--- src/rtl/fifo_wr_packer_if.sv ---
`default_nettype none
// ============================================================================
// Module      : fifo_wr_packer_if
// Description : Bundles the narrow input stream (s_*) and the async-FIFO write
//               port (winc/wdata/wfull) seen by fifo_wr_packer.
//               slave  - the packer's view (consumes beats, drives the FIFO)
//               master - the environment's view (upstream source + FIFO)
// Signals     : s_valid/s_ready/s_data/s_last - input beat handshake
//               winc/wdata                    - FIFO write strobe and data
//               wfull                         - FIFO full flag
// Revision    : 1.0 - initial release
// ============================================================================
interface fifo_wr_packer_if #(
    parameter int WIDTH = 8,
    parameter int IN_W  = 2
);
    logic             s_valid;
    logic             s_ready;
    logic [IN_W-1:0]  s_data;
    logic             s_last;
    logic             winc;
    logic [WIDTH-1:0] wdata;
    logic             wfull;

    modport slave (
        input  s_valid,
        input  s_data,
        input  s_last,
        input  wfull,
        output s_ready,
        output winc,
        output wdata
    );

    modport master (
        output s_valid,
        output s_data,
        output s_last,
        output wfull,
        input  s_ready,
        input  winc,
        input  wdata
    );
endinterface
`default_nettype wire

--- src/rtl/fifo_wr_packer.sv ---
`default_nettype none
// ============================================================================
// Module      : fifo_wr_packer
// Description : Write-side packer in the wclk domain. Packs RATIO=WIDTH/IN_W
//               narrow beats into one FIFO word (little-endian lanes), pads
//               unfilled lanes with PAD_VAL when a frame ends early, and drives
//               the async FIFO write port while honouring wfull.
// Ports       : wclk       - write clock
//               wrstn      - asynchronous active-low reset
//               bus        - stream input + FIFO write port (slave modport)
//               o_wr_words - wrapping count of words written to the FIFO
// Revision    : 1.0 - initial release
// ============================================================================
module fifo_wr_packer #(
    parameter int              WIDTH   = 8,
    parameter int              IN_W    = 2,
    parameter logic [IN_W-1:0] PAD_VAL = '0,
    parameter int              CNT_W   = 16
) (
    input  wire logic             wclk,
    input  wire logic             wrstn,
    fifo_wr_packer_if.slave       bus,
    output      logic [CNT_W-1:0] o_wr_words
);

    localparam int c_RATIO = WIDTH / IN_W;
    localparam int c_IDX_W = (c_RATIO > 1) ? $clog2(c_RATIO) : 1;
    localparam logic [c_IDX_W-1:0] c_LAST_IDX = c_IDX_W'(c_RATIO - 1);

    logic [c_IDX_W-1:0] r_idx;       // next lane to fill
    logic [WIDTH-1:0]   r_acc;       // partially packed word
    logic               r_out_vld;   // output word held, waiting for winc
    logic [WIDTH-1:0]   r_wdata;
    logic [CNT_W-1:0]   r_wr_words;

    logic               w_ready;
    logic               w_winc;
    logic               w_accept;
    logic               w_complete;
    logic [WIDTH-1:0]   w_merged;    // acc + current beat + padding above it
    logic [WIDTH-1:0]   w_acc_upd;   // acc + current beat only

    // Conservative handshake: a stalled held word blocks every beat, even one
    // that would only fill a lane, so ready never depends on s_valid/s_last.
    assign w_ready    = ~r_out_vld | ~bus.wfull;
    assign w_winc     = r_out_vld & ~bus.wfull;
    assign w_accept   = bus.s_valid & w_ready;
    assign w_complete = w_accept & ((r_idx == c_LAST_IDX) | bus.s_last);

    always_comb begin
        w_merged  = '0;
        w_acc_upd = r_acc;
        for (int k = 0; k < c_RATIO; k++) begin
            if (c_IDX_W'(k) < r_idx) begin
                w_merged[k*IN_W +: IN_W] = r_acc[k*IN_W +: IN_W];
            end else if (c_IDX_W'(k) == r_idx) begin
                w_merged[k*IN_W +: IN_W]  = bus.s_data;
                w_acc_upd[k*IN_W +: IN_W] = bus.s_data;
            end else begin
                w_merged[k*IN_W +: IN_W] = PAD_VAL;
            end
        end
    end

    // Lane packing state
    always_ff @(posedge wclk or negedge wrstn) begin
        if (!wrstn) begin
            r_idx <= '0;
            r_acc <= '0;
        end else if (w_accept) begin
            if (w_complete) begin
                r_idx <= '0;
                r_acc <= '0;
            end else begin
                r_idx <= r_idx + c_IDX_W'(1);
                r_acc <= w_acc_upd;
            end
        end
    end

    // Single-entry output register. A completing beat can only be accepted
    // while the held word is draining (wfull=0), so loading a new word here
    // never overwrites an unwritten one.
    always_ff @(posedge wclk or negedge wrstn) begin
        if (!wrstn) begin
            r_out_vld <= 1'b0;
            r_wdata   <= '0;
        end else begin
            if (w_complete) begin
                r_out_vld <= 1'b1;
                r_wdata   <= w_merged;
            end else if (w_winc) begin
                r_out_vld <= 1'b0;
            end
        end
    end

    always_ff @(posedge wclk or negedge wrstn) begin
        if (!wrstn) begin
            r_wr_words <= '0;
        end else if (w_winc) begin
            r_wr_words <= r_wr_words + CNT_W'(1);
        end
    end

    assign bus.s_ready = w_ready;
    assign bus.winc    = w_winc;
    assign bus.wdata   = r_wdata;
    assign o_wr_words  = r_wr_words;

endmodule
`default_nettype wire

--- src/flat_wrapper.sv ---
// flat-port wrapper written by rule: the top's interface ports become plain ports
module fifo_wr_packer_flat 
#(
    parameter int              WIDTH   = 8,
    parameter int              IN_W    = 2,
    parameter logic [IN_W-1:0] PAD_VAL = '0,
    parameter int              CNT_W   = 16
)
  (wclk, wrstn, o_wr_words, bus_s_valid, bus_s_data, bus_s_last, bus_wfull, bus_s_ready, bus_winc, bus_wdata);
  fifo_wr_packer_if #(.WIDTH(WIDTH), .IN_W(IN_W)) bus_i ();
  input  wire logic wclk;
  input  wire logic wrstn;
  output      logic [CNT_W-1:0] o_wr_words;
  input wire logic [$bits(bus_i.s_valid)-1:0] bus_s_valid;
  input wire logic [$bits(bus_i.s_data)-1:0] bus_s_data;
  input wire logic [$bits(bus_i.s_last)-1:0] bus_s_last;
  input wire logic [$bits(bus_i.wfull)-1:0] bus_wfull;
  output wire logic [$bits(bus_i.s_ready)-1:0] bus_s_ready;
  output wire logic [$bits(bus_i.winc)-1:0] bus_winc;
  output wire logic [$bits(bus_i.wdata)-1:0] bus_wdata;
  assign bus_i.s_valid = bus_s_valid;
  assign bus_i.s_data = bus_s_data;
  assign bus_i.s_last = bus_s_last;
  assign bus_i.wfull = bus_wfull;
  assign bus_s_ready = bus_i.s_ready;
  assign bus_winc = bus_i.winc;
  assign bus_wdata = bus_i.wdata;
  fifo_wr_packer #(.WIDTH(WIDTH), .IN_W(IN_W), .PAD_VAL(PAD_VAL), .CNT_W(CNT_W)) u_core (.wclk(wclk), .wrstn(wrstn), .bus(bus_i), .o_wr_words(o_wr_words));
endmodule
--- config.mk ---
export PLATFORM = sky130hd
export DESIGN_NAME = fifo_wr_packer_flat
export DESIGN_NICKNAME = d
export VERILOG_FILES = /design/src/rtl/fifo_wr_packer_if.sv /design/src/rtl/fifo_wr_packer.sv /design/src/flat_wrapper.sv
export SDC_FILE = /design/constraint.sdc
export NUM_CORES = 1
export LEC_CHECK = 0
export ABC_AREA = 1
export CORE_AREA = 8 8 70 72
export DETAILED_ROUTE_END_ITERATION = 8
export DIE_AREA = 0 0 78 80
export PLACE_DENSITY = 0.69
export SYNTH_ARGS = -nofsm -noshare
export SYNTH_HDL_FRONTEND = slang
export SYNTH_SLANG_ARGS = --single-unit
--- constraint.sdc ---
create_clock -name wclk -period 1.61 [get_ports wclk]
set_input_delay 0.322 -clock wclk [delete_from_list [all_inputs] [get_ports wclk]]
set_output_delay 0.322 -clock wclk [all_outputs]
set_load 0.005 [all_outputs]
# --- Yosys cells after proc, flatten, opt, wreduce, memory -nomap -nowiden ---
# Cells that the tools add are included.
totals:
  regBits: 35
  inputBits: 7
op_classes:
  n_reduce_logical: 10
  n_eq_ne: 8
  bitwise_logic: 7
  add_sub_neg: 2
  mux: 20
  order_cmp: 4
op_table:
  columns: ["cell", "count"]
  rows:
  - ["2-bit two-way mux", 17]
  - ["16-bit by 1-bit adder with 16-bit output, second input constant", 1]
  - ["3-bit AND reduction", 4]
  - ["2-bit nonzero test", 5]
  - ["8-bit two-way mux", 1]
  - ["2-bit by 1-bit != test with 1-bit output, second input constant", 4]
  - ["2-bit equality test, first input constant", 2]
  - ["1-bit by 2-bit less-than comparator with 1-bit output, first input constant", 2]
  - ["2-bit less-than comparator, first input constant", 2]
  - ["1-bit bitwise AND", 3]
  - ["2-bit by 1-bit adder with 2-bit output, second input constant", 1]
  - ["1-bit by 2-bit equality test with 1-bit output, first input constant", 1]
  - ["2-bit equality test, second input constant", 1]
  - ["2-bit zero test", 1]
  - ["1-bit two-way mux", 2]
  - ["1-bit NOT", 2]
  - ["1-bit OR", 2]

# --- Depth between registers and ports, before layout ---
# Gate-level depths: netlist (run 1).
depth:
  ltp_word: 6
  ltp_mapped: 8
  ltp_nobuf: 8

# --- Worst setup path before layout (run 1) ---
# OpenSTA, ideal clock, no wires.
synth_timing:
  path_type: "reg2reg"
  from: "register u_core.r_idx[1]"
  to: "register u_core.r_acc[0]"
  t_arrival_ns: 1.200
  path_stages_with_launch: 7
  setup_slack_ns: 0.334
  path_buffers: 0
  cell_sequence: "dfrtp_1 > ha_1 > nor2_4 > nor2_8 > o21ai_4 > nand2_1 > o21ai_1"
synth_between:
  elab_chain_cells: 5
  elab_cells_between_ends: 9
  classes_between: "order compare (1); eq/ne (2); mux (1); bitwise (2); reduce/logical (3)"
synth_lines:
  columns: ["item", "line_no", "source"]
  rows:
  - ["start, declared", "fifo_wr_packer.sv:30", "logic [c_IDX_W-1:0] r_idx;"]
  - ["start signal, assigned", "fifo_wr_packer.sv:75", "r_idx <= r_idx + c_IDX_W'(1);"]
  - ["2-bit equality test", "fifo_wr_packer.sv:48", "assign w_complete = w_accept & ((r_idx == c_LAST_IDX) | bus.s_last);"]
  - ["1-bit OR", "fifo_wr_packer.sv:48", null]
  - ["1-bit bitwise AND", "fifo_wr_packer.sv:48", null]
  - ["2-bit by 1-bit != test with 1-bit output (no source line) / 2-bit nonzero test (equally long branches)", null, null]
  - ["3-bit AND reduction (no source line)", null, null]
  - ["end signal, assigned", "fifo_wr_packer.sv:76", "r_acc <= w_acc_upd;"]
  - ["end, declared", "fifo_wr_packer.sv:31", "logic [WIDTH-1:0] r_acc;"]
# Parallel ways exist; a longest one is shown, timed or not.
# A chain may end at the register's enable or synchronous reset.

# --- Final worst setup path (run 1) ---
layout_timing:
  from: "register u_core.r_wr_words[11], in the netlist u_core.o_wr_words[11]"
  to: "output port o_wr_words[11]"
layout_rtl:
  columns: ["item", "line_no", "source"]
  rows:
  - ["start, declared", "fifo_wr_packer.sv:34", "logic [CNT_W-1:0] r_wr_words;"]
  - ["start signal, assigned", "fifo_wr_packer.sv:102", "r_wr_words <= r_wr_words + CNT_W'(1);"]
  - ["end, declared", "flat_wrapper.sv:13", "output logic [CNT_W-1:0] o_wr_words;"]
# No word-level cell between the ends.

==> results of run 1 <==
worst reg2reg max path: stages, from the launching register on:
cell                      delay [ns]
sky130_fd_sc_hd__dfrtp_1        0.43
sky130_fd_sc_hd__ha_1           0.28
sky130_fd_sc_hd__nor2_4         0.24
sky130_fd_sc_hd__nor2_8         0.09
sky130_fd_sc_hd__inv_4          0.10
sky130_fd_sc_hd__nand2_2        0.08
sky130_fd_sc_hd__o21ai_1        0.14
synth_stat cells, types with 2 or more instances:
master	n	area share
sky130_fd_sc_hd__nor2_1	16	0.036
sky130_fd_sc_hd__nand2_1	55	0.12
sky130_fd_sc_hd__inv_1	18	0.040
sky130_fd_sc_hd__a31oi_1	4	0.015
sky130_fd_sc_hd__nand4_1	3	0.011
sky130_fd_sc_hd__xnor2_1	6	0.031
sky130_fd_sc_hd__nand2_2	6	0.022
sky130_fd_sc_hd__nand3_1	14	0.042
sky130_fd_sc_hd__nand2_4	2	0.013
sky130_fd_sc_hd__o21ai_1	6	0.018
sky130_fd_sc_hd__inv_2	2	0.0045
sky130_fd_sc_hd__xor2_1	5	0.026
sky130_fd_sc_hd__dfrtp_1	33	0.49
sky130_fd_sc_hd__ha_1	6	0.045
sky130_fd_sc_hd__nor2_4	4	0.027
sky130_fd_sc_hd__o21ai_0	6	0.018
power by group:
| group | internal, mW | total, mW | switching (mW) |
|---|---|---|---|
| registers | 0.999 | 1.14 | 0.144 |
| clock network | 0.386 | 0.690 | 0.304 |
| logic | 0.389 | 0.721 | 0.332 |
sequential cells by signal, summed over array words and instances (netlist names):
| register | flops |
|---|---|
| u_core.r_out_vld | 1 |
| u_core.r_idx | 2 |
| u_core.bus.wdata | 8 |
| u_core.o_wr_words | 16 |
| u_core.r_acc | 6 |
area by class of cell:
cell class	instances	area, um^2	share of cell area
Clock buffer	7	96.3	0.0424
Inverter	21	81.3	0.0358
Tap cell	50	62.6	0.0275
Timing Repair Buffer	42	418	0.184
Sequential cell	33	830	0.365
Multi-Input combinational cell	139	779	0.343
Clock inverter	1	5.00	0.00220
timing repair:
action | CTS | global route
resized for setup | 4 | 2
setup buffers | 0 | 1
endpoints found under the setup margin | 3 | 3
endpoints found under the hold margin | 0 | 0
layer usage:
metal,GRT usage,vias up
li1,-,710
met1,0.137,647
met2,0.226,27
met3,0.0507,4
met4,0.0463,0
met5,0,-
worst max-delay path by stage:
stage	start	end	slack, ns	cells past startpoint
2_1_floorplan	u_core.r_idx[1]	u_core.r_acc[0]	0.33	6
3_3_place_gp	bus_wfull	bus_winc	-0.17	5
3_5_place_dp	bus_wfull	bus_winc	-0.17	5
4_1_cts	u_core.o_wr_words[8]	o_wr_words[8]	0.0006	1
5_1_grt	u_core.o_wr_words[11]	o_wr_words[11]	0.002	1
6_report	u_core.o_wr_words[11]	o_wr_words[11]	0.03	1
logic make-up (layout without fill, tap and decap cells):
kind of cell	Yosys count	count (layout)	share of synthesized area
xor gates and xnor gates	11	11	0.0571
and+or+nand+nor	104	104	0.296
adders and majority gates	6	6	0.0445
buffers and inverters	21	71	0.0482
DFF	33	33	0.490
AOI/OAI and AO/OA	18	18	0.0645
per-stage QoR:
step	setup slack (ns)	cells
final	0.0347	293
after global routing	0.00199	293
after CTS	0.000638	292
after detailed placement	-0.167	284
after global placement	-0.166	284
after floorplan	0.334	193
==> impl_metrics.sql, run 1 <==
INSERT INTO impl_metrics (metric_group, metric, value, unit) VALUES
('timing', 'fin_skew', '0.00789', 'ns'),
('worst_setup_path', 'kind_of_capture_point_of_the_worst_setup_path', 'output pin', ''),
('synth', 'dominantRegCellSynth', 'sky130_fd_sc_hd__dfrtp_1', ''),
('worst_setup_path', 'path_class', 'flop to output pin', ''),
('timing', 'setup_viol', '0', ''),
('route', 'detail_route.first_pass.iterations', '4', ''),
('worst_setup_path', 'cp_slowest_cell', 'sky130_fd_sc_hd__clkdlybuf4s50_1', ''),
('grt', 'number_of_global_route_vias_before_repair', '1446', ''),
('timing', 'period_minus_slack', '1.58', 'ns'),
('timing', 'relative_slew_slack', '0.821', ''),
('flow_run', 'maxCapViolations', '0', ''),
('route', 'met2WireLength', '1720', 'um'),
('cts', 'worst_skew_pair.late_latency', '0.29', 'ns'),
('final_layout', 'flow.area_growth_from_synthesis', '34.7', '%'),
('final_layout', 'layout_common_cells', 'sky130_fd_sc_hd__nand2_1 (55), sky130_fd_sc_hd__clkdlybuf4s50_1 (30), sky130_fd_sc_hd__dfrtp_1 (30)', ''),
('final_layout', 'drive_above_1_share', '0.165', ''),
('final_layout', 'stdcell_area', '0.00227', 'mm^2'),
('synth', 'ys_seq_elements', '33', ''),
('worst_setup_path', 'bufs_and_invs_on_worst_path', '1', ''),
('worst_setup_path', 'worst_ep_arrival_time', '1.25', 'ns'),
('cts', 'clock_sinks', '33', ''),
('cts', 'cts.root.buffer_cell', 'sky130_fd_sc_hd__clkbuf_8', ''),
('worst_setup_path', 'timing.reg2reg.worst_path_depth', '6', ''),
('final_layout', 'n_antenna_cell', '0', ''),
('status', 'status', 'finished, final reports clean', ''),
('final_layout', 'final.fill_count', '365', ''),
('route', 'antenna_left', '0', ''),
('floorplan', 'std_cell_rows', '23', ''),
('power', 'power', '2.55', 'mW'),
('synth', 'yosysUniqueCellTypes', '23', ''),
('grt', 'global_route.usage.total', '0.129', ''),
('route', 'drt_iter0_drc', '102', ''),
('floorplan', 'starting_density', '0.437', ''),
('route', 'routed_via_density', '4.74', ''),
('place', 'finalWeightedCongestion', '0.817', ''),
('timing', 'report.final.hold_viol_count', '0', ''),
('route', 'top_layer_used', 'met4', ''),
('worst_setup_path', 'critPathTopFamily', 'buffers and inverters', ''),
('floorplan', 'die-area', '0.00624', 'mm^2'),
('timing', 'setup_tns', '0', 'ns'),
('worst_setup_path', 'cp_slowest_stage_delay', '0.54', 'ns'),
('worst_setup_path', 'setup.reg_to_reg.worst_slack', '0.17', 'ns'),
('timing', 'rsz0062_at_grt', 'no', ''),
('grt', 'largest_net_degree_at_the_start_of_global_routing', '34', ''),
('route', 'wirelength_met1', '1560', 'um'),
('cts', 'cts_inserted_buffers', '5', ''),
('cts', 'hold_buffers', '0', ''),
('synth', 'synthesis.area', '0.00169', 'mm^2'),
('route', 'totalWireLength', '3550', 'um'),
('timing', 'fmax', '635', 'MHz'),
('timing', 'layout_worst_path_cycle_share', '0.978', ''),
('route', 'vias', '1388', ''),
('timing', 'finalMaxSlewViolations', '0', ''),
('grt', 'grt_overflow', '0', ''),
('floorplan', 'ios', '33', ''),
('timing', 'timing.hold.ws', '0.397', 'ns'),
('power', 'standby_leakage_power', '1.06', 'nW'),
('place', 'hpwl', '2660', 'um'),
('timing', 'max_slew.worst_pin.slew', '0.266', 'ns'),
('power', 'max-vdd-ir-drop', '0.517', 'mV'),
('worst_setup_path', 'required', '1.29', 'ns'),
('worst_setup_path', 'max_fanout_on_critical_path', '5', ''),
('synth', 'synthCells', '193', ''),
('worst_setup_path', 'timing.rr.end', 'u_core.r_acc[0]', ''),
('final_layout', 'utilization', '0.589', ''),
('place', 'placed_cell_area', '0.00216', 'mm^2'),
('cts', 'ctsHtreeMaxLevel', '2', ''),
('floorplan', 'die_x', '78', 'um'),
('cts', 'cts_tree', 'built', ''),
('floorplan', 'area_of_the_placeable_core', '0.00386', 'mm^2'),
('power', 'power_density', '1120', 'mW/mm^2');
Power figures use the tool's default switching activity.
==> run 2, diff against run 1 <==
- TNS_END_PERCENT: unset -> 10
==> impl_metrics.sql, run 2 (synthesis gave the netlist of run 1 again) <==
INSERT INTO impl_metrics (metric_group, metric, value, unit) VALUES
('status', 'status', 'finished, final reports clean', ''),
('worst_setup_path', 'setup.reg_to_reg.worst_slack', '0.17', 'ns'),
('grt', 'largest_net_degree_at_the_start_of_global_routing', '34', ''),
('final_layout', 'flow.area_growth_from_synthesis', '34.4', '%'),
('timing', 'setup_viol', '0', ''),
('floorplan', 'die-height', '80', 'um'),
('cts', 'ctsHtreeMaxLevel', '2', ''),
('route', 'routed_via_density', '4.79', ''),
('power', 'power_density', '1130', 'mW/mm^2'),
('worst_setup_path', 'max_fanout_on_critical_path', '5', ''),
('worst_setup_path', 'start_kind', 'flop', ''),
('cts', 'cts.root.buffer_cell', 'sky130_fd_sc_hd__clkbuf_8', ''),
('worst_setup_path', 'cp_slowest_cell', 'sky130_fd_sc_hd__clkdlybuf4s50_1', ''),
('cts', 'clk_transition_reported_paths', '0.07', 'ns'),
('final_layout', 'mostFrequentLayoutCell', 'sky130_fd_sc_hd__nand2_1', ''),
('place', 'hpwl', '2660', 'um'),
('power', 'standby_leakage_power', '1.07', 'nW'),
('worst_setup_path', 'critPathTopFamily', 'buffers and inverters', ''),
('grt', 'grt_overflow', '0', ''),
('final_layout', 'utilization', '0.588', ''),
('place', 'post-place-cells', '284', ''),
('timing', 'max_slew.worst_pin.slew', '0.264', 'ns'),
('place', 'numPortBuffers', '32', ''),
('grt', 'first_pass_grt_wire_length', '6440', 'um'),
('place', 'placement.setup.worst_slack', '-0.167', 'ns'),
('power', 'combPwrFrac', '0.283', ''),
('power', 'power', '2.55', 'mW'),
('power', 'power.sequential.fraction', '0.448', ''),
('floorplan', 'starting_density', '0.437', ''),
('floorplan', 'std_cell_rows', '23', ''),
('timing', 'relative_slew_slack', '0.823', ''),
('timing', 'fmax', '636', 'MHz'),
('place', 'placed_cell_area', '0.00216', 'mm^2'),
('timing', 'report.final.hold_viol_count', '0', ''),
('worst_setup_path', 'path_class', 'flop to output pin', ''),
('cts', 'clockBufferDepth', '2', ''),
('final_layout', 'largest_register_ffs', '16', ''),
('cts', 'hold_buffers', '0', ''),
('final_layout', 'nets', '254', ''),
('route', 'drt_iter0_drc', '86', ''),
('cts', 'cts_tree', 'built', ''),
('power', 'p_int', '1.77', 'mW'),
('timing', 'period_minus_slack', '1.57', 'ns'),
('grt', 'number_of_global_route_vias_before_repair', '1446', ''),
('worst_setup_path', 'timing.reg2reg.worst_path_depth', '6', ''),
('timing', 'timing.hold.ws', '0.400', 'ns'),
('route', 'detail_route.first_pass.iterations', '4', ''),
('worst_setup_path', 'cp_depth', '1', ''),
('power', 'max-vdd-ir-drop', '0.518', 'mV'),
('worst_setup_path', 'cp_slowest_stage_delay', '0.54', 'ns'),
('timing', 'finalMaxSlewViolations', '0', ''),
('timing', 'layout_worst_path_cycle_share', '0.976', ''),
('timing', 'worst_setup_margin', '0.0386', 'ns'),
('power', 'sw_frac_of_total', '0.305', ''),
('worst_setup_path', 'kind_of_capture_point_of_the_worst_setup_path', 'output pin', ''),
('floorplan', 'die_x', '78', 'um'),
('timing', 'setup_tns', '0', 'ns'),
('floorplan', 'area_of_the_placeable_core', '0.00386', 'mm^2'),
('route', 'wire_per_inst', '12.1', 'um'),
('power', 'switchingPower', '0.778', 'mW'),
('worst_setup_path', 'bufs_and_invs_on_worst_path', '1', ''),
('grt', 'number_of_antenna_violations_at_the_first_check_in_global_routing', '0', ''),
('cts', 'clock_sinks', '33', ''),
('route', 'vias', '1399', ''),
('place', 'finalWeightedCongestion', '0.817', ''),
('final_layout', 'finish.cell_count_without_fillers', '292', ''),
('worst_setup_path', 'cells_along_the_critical_path', 'clkdlybuf4s50_1', ''),
('worst_setup_path', 'required', '1.29', 'ns'),
('route', 'post-route-drc-count', '0', ''),
('final_layout', 'n_antenna_cell', '0', ''),
('worst_setup_path', 'crit-reg2reg-launch', 'u_core.r_idx[0]', ''),
('route', 'totalWireLength', '3530', 'um'),
('timing', 'fin_skew', '0.00679', 'ns'),
('route', 'antenna_left', '0', ''),
('final_layout', 'stdcell_area', '0.00227', 'mm^2'),
('cts', 'worst_skew_pair.late_latency', '0.29', 'ns'),
('worst_setup_path', 'timing.rr.end', 'u_core.r_acc[0]', ''),
('final_layout', 'drive_above_1_share', '0.161', ''),
('grt', 'global_route.usage.total', '0.129', ''),
('hold_path', 'hold_path.class', 'input port to asynchronous set/reset pin', ''),
('worst_setup_path', 'worst_ep_arrival_time', '1.25', 'ns'),
('floorplan', 'die-area', '0.00624', 'mm^2'),
('flow_run', 'maxCapViolations', '0', ''),
('floorplan', 'ios', '33', ''),
('power', 'clock_power_share', '0.269', ''),
('timing', 'rsz0062_at_grt', 'no', ''),
('final_layout', 'layout_common_cells', 'sky130_fd_sc_hd__nand2_1 (55), sky130_fd_sc_hd__dfrtp_1 (30), sky130_fd_sc_hd__clkdlybuf4s50_1 (29)', ''),
('cts', 'cts_inserted_buffers', '5', '');
==> run 2: cell count changes in the layout (fill, tap and decap cells not counted), sizes merged <==
cell	previous run	this run
dlymetal6s2s	0	1
clkdlybuf4s50	30	29
buf	10	9
==> run 2: power groups by stage <==
stage / Clock, mW / Sequential [mW] / Combinational [mW]
after detailed placement: 0 / 1.15 / 0.740
final: 0.688 / 1.14 / 0.721
after global routing: 0.747 / 1.17 / 0.819
after global placement: 0 / 1.15 / 0.723
after CTS: 0.720 / 1.14 / 0.738
after floorplan: 0 / 1.14 / 0.346
==> run 2: repair_timing <==
item                                    CTS  global route
endpoints found under the setup margin    3             3
buffers inserted                          0             0
resized for setup                         4             3
cloned                                    0             0
endpoints found under the hold margin     0             0
==> run 2: cell type report <==
| class | count | area, um^2 |
|---|---|---|
| Multi-Input combinational cell | 139 | 779 |
| Clock inverter | 1 | 5.00 |
| Inverter | 21 | 81.3 |
| Fill cell | 364 | 1590 |
| Timing Repair Buffer | 41 | 413 |
| Clock buffer | 7 | 96.3 |
| Sequential cell | 33 | 830 |
| Tap cell | 50 | 62.6 |
==> run 2: worst max path at each step <==
stage                                 end  slack [ns]                   from
after floorplan           u_core.r_acc[0]        0.33        u_core.r_idx[1]
after global placement           bus_winc       -0.17              bus_wfull
after detailed placement         bus_winc       -0.17              bus_wfull
after CTS                   o_wr_words[8]      0.0006   u_core.o_wr_words[8]
after global routing       o_wr_words[11]       0.002  u_core.o_wr_words[11]
final                      o_wr_words[11]        0.04  u_core.o_wr_words[11]
==> run 2: routing by layer <==
| metal | track usage | wire length, um | vias to the layer above |
|---|---|---|---|
| li1 | - | - | 708 |
| met1 | 0.137 | 1520 | 650 |
| met2 | 0.226 | 1720 | 37 |
| met3 | 0.0507 | 253 | 4 |
| met4 | 0.0463 | 44 | 0 |
| met5 | 0 | 0 | - |
==> run 3, diff against run 2 <==
- CELL_PAD_IN_SITES_DETAIL_PLACEMENT: unset -> 0
- CELL_PAD_IN_SITES_GLOBAL_PLACEMENT: unset -> 1
- CORE_AREA: 8 8 70 72 -> 8 8 76 78
- DIE_AREA: 0 0 78 80 -> 0 0 84 86
- PLACE_DENSITY: 0.69 -> 0.76
- REMOVE_ABC_BUFFERS: unset -> 1
- clock period: 1.61 -> 1.7 ns (I/O delays scaled with it)
==> impl_metrics.sql, run 3 (synthesis gave the netlist of run 1 again) <==
INSERT INTO impl_metrics (metric_group, metric, value, unit) VALUES
('status', 'status', 'finished, final reports clean', ''),
('worst_setup_path', 'critPathTopFamily', 'buffers and inverters', ''),
('worst_setup_path', 'kind_of_capture_point_of_the_worst_setup_path', 'output pin', ''),
('route', 'wire_per_inst', '12.5', 'um'),
('route', 'antenna_left', '0', ''),
('place', 'hpwl', '2830', 'um'),
('worst_setup_path', 'max_fanout_on_critical_path', '5', ''),
('route', 'post-route-drc-count', '0', ''),
('route', 'routed_via_density', '4.66', ''),
('cts', 'clk_transition_reported_paths', '0.08', 'ns'),
('route', 'totalWireLength', '3760', 'um'),
('cts', 'cts_tree', 'built', ''),
('timing', 'max_slew.worst_pin.slew', '0.424', 'ns'),
('power', 'standby_leakage_power', '1.06', 'nW'),
('worst_setup_path', 'path_class', 'flop to output pin', ''),
('final_layout', 'largest_register_ffs', '16', ''),
('cts', 'cts_inserted_buffers', '5', ''),
('place', 'numPortBuffers', '32', ''),
('timing', 'fmax', '622', 'MHz'),
('grt', 'largest_net_degree_at_the_start_of_global_routing', '34', ''),
('power', 'power', '2.36', 'mW'),
('timing', 'rsz0062_at_grt', 'no', ''),
('grt', 'global_route.usage.total', '0.111', ''),
('timing', 'setup_viol', '0', ''),
('place', 'post-place-cells', '292', ''),
('grt', 'first_pass_grt_wire_length', '6460', 'um'),
('worst_setup_path', 'worst_ep_arrival_time', '1.27', 'ns'),
('worst_setup_path', 'cp_slowest_stage_delay', '0.54', 'ns'),
('timing', 'fin_skew', '0.00888', 'ns'),
('cts', 'worst_skew_pair.late_latency', '0.29', 'ns'),
('timing', 'period_minus_slack', '1.61', 'ns'),
('place', 'placement.setup.worst_slack', '-0.125', 'ns'),
('flow_run', 'maxCapViolations', '0', ''),
('final_layout', 'finish.cell_count_without_fillers', '300', ''),
('timing', 'relative_slew_slack', '0.717', ''),
('floorplan', 'die-height', '86', 'um'),
('timing', 'layout_worst_path_cycle_share', '0.946', ''),
('floorplan', 'area_of_the_placeable_core', '0.00460', 'mm^2'),
('final_layout', 'drive_above_1_share', '0.167', ''),
('worst_setup_path', 'cells_along_the_critical_path', 'clkdlybuf4s50_1', ''),
('route', 'drt_iter0_drc', '35', ''),
('timing', 'worst_setup_margin', '0.0917', 'ns'),
('floorplan', 'die-area', '0.00722', 'mm^2'),
('final_layout', 'flow.area_growth_from_synthesis', '34.6', '%'),
('cts', 'hold_buffers', '0', ''),
('floorplan', 'std_cell_rows', '25', ''),
('cts', 'ctsHtreeMaxLevel', '2', ''),
('floorplan', 'ios', '33', ''),
('floorplan', 'starting_density', '0.367', ''),
('route', 'vias', '1399', ''),
('cts', 'clockBufferDepth', '2', ''),
('final_layout', 'mostFrequentLayoutCell', 'sky130_fd_sc_hd__nand2_1', ''),
('worst_setup_path', 'cp_slowest_cell', 'sky130_fd_sc_hd__clkdlybuf4s50_1', ''),
('timing', 'finalMaxSlewViolations', '0', ''),
('final_layout', 'layout_common_cells', 'sky130_fd_sc_hd__nand2_1 (55), sky130_fd_sc_hd__dfrtp_1 (32), sky130_fd_sc_hd__clkdlybuf4s50_1 (30)', ''),
('grt', 'number_of_antenna_violations_at_the_first_check_in_global_routing', '0', ''),
('timing', 'report.final.hold_viol_count', '0', ''),
('hold_path', 'hold_path.class', 'input port to asynchronous set/reset pin', ''),
('place', 'finalWeightedCongestion', '0.785', ''),
('cts', 'cts.root.buffer_cell', 'sky130_fd_sc_hd__clkbuf_8', ''),
('grt', 'number_of_global_route_vias_before_repair', '1422', ''),
('cts', 'clock_sinks', '33', ''),
('power', 'max-vdd-ir-drop', '0.587', 'mV'),
('final_layout', 'nets', '258', ''),
('route', 'detail_route.first_pass.iterations', '4', ''),
('worst_setup_path', 'required', '1.36', 'ns'),
('floorplan', 'die_x', '84', 'um'),
('worst_setup_path', 'bufs_and_invs_on_worst_path', '1', ''),
('power', 'power_density', '1040', 'mW/mm^2'),
('worst_setup_path', 'start_kind', 'flop', ''),
('final_layout', 'n_antenna_cell', '0', ''),
('grt', 'grt_overflow', '0', '');
-- run 3: layout make-up --
class / instances / area, um^2
Timing Repair Buffer: 45 / 428
Multi-Input combinational cell: 139 / 779
Inverter: 21 / 81.3
Fill cell: 489 / 2330
Clock inverter: 3 / 17.5
Clock buffer: 5 / 68.8
Tap cell: 54 / 67.6
Sequential cell: 33 / 827
-- run 3: timing repair --
action | in CTS | in global routing
setup buffers | 0 | 0
gates resized for setup | 3 | 1
setup endpoints to repair | 2 | 1
gates cloned | 0 | 0
-- run 3: path summary, 6_finish.rpt --
check,from,end,slack [ns],cells past startpoint
worst max-delay path,u_core.o_wr_words[12],o_wr_words[12],0.09,1
worst min-delay path,wrstn,u_core.r_acc[3],0.45,2
worst max register to register,u_core.r_idx[0],u_core.r_acc[4],0.28,7
worst min register to register,u_core.bus.wdata[7],u_core.bus.wdata[7],0.47,2
max in group asynchronous,wrstn,u_core.o_wr_words[2],0.93,2
min in group wclk,u_core.bus.wdata[7],u_core.bus.wdata[7],0.47,2
-- run 3: power by group --
group | total [mW] | switching (mW) | leakage [nW] | internal [mW]
registers | 1.08 | 0.134 | 0.413 | 0.946
clock network | 0.591 | 0.308 | 0.0439 | 0.283
logic | 0.689 | 0.315 | 0.604 | 0.374
-- run 3: metal layers --
metal  global-route usage  vias up  share of wire
li1                     -      714              -
met4               0.0424        0          0.010
met2                0.191       21           0.50
met1                0.117      660           0.44
met3               0.0502        4          0.048
met5                    0        -              0
-- run 3: per-stage QoR --
step | hold WS (ns) | TNS [ns] | utilization | area [um^2]
after floorplan | 0.0444 | 0 | - | 1690
after global placement | 0.461 | -0.222 | 0.475 | 2180
after detailed placement | 0.461 | -0.307 | 0.475 | 2180
after CTS | 0.465 | 0 | 0.493 | 2270
after global routing | 0.491 | 0 | 0.494 | 2270
final | 0.447 | 0 | 0.494 | 2270
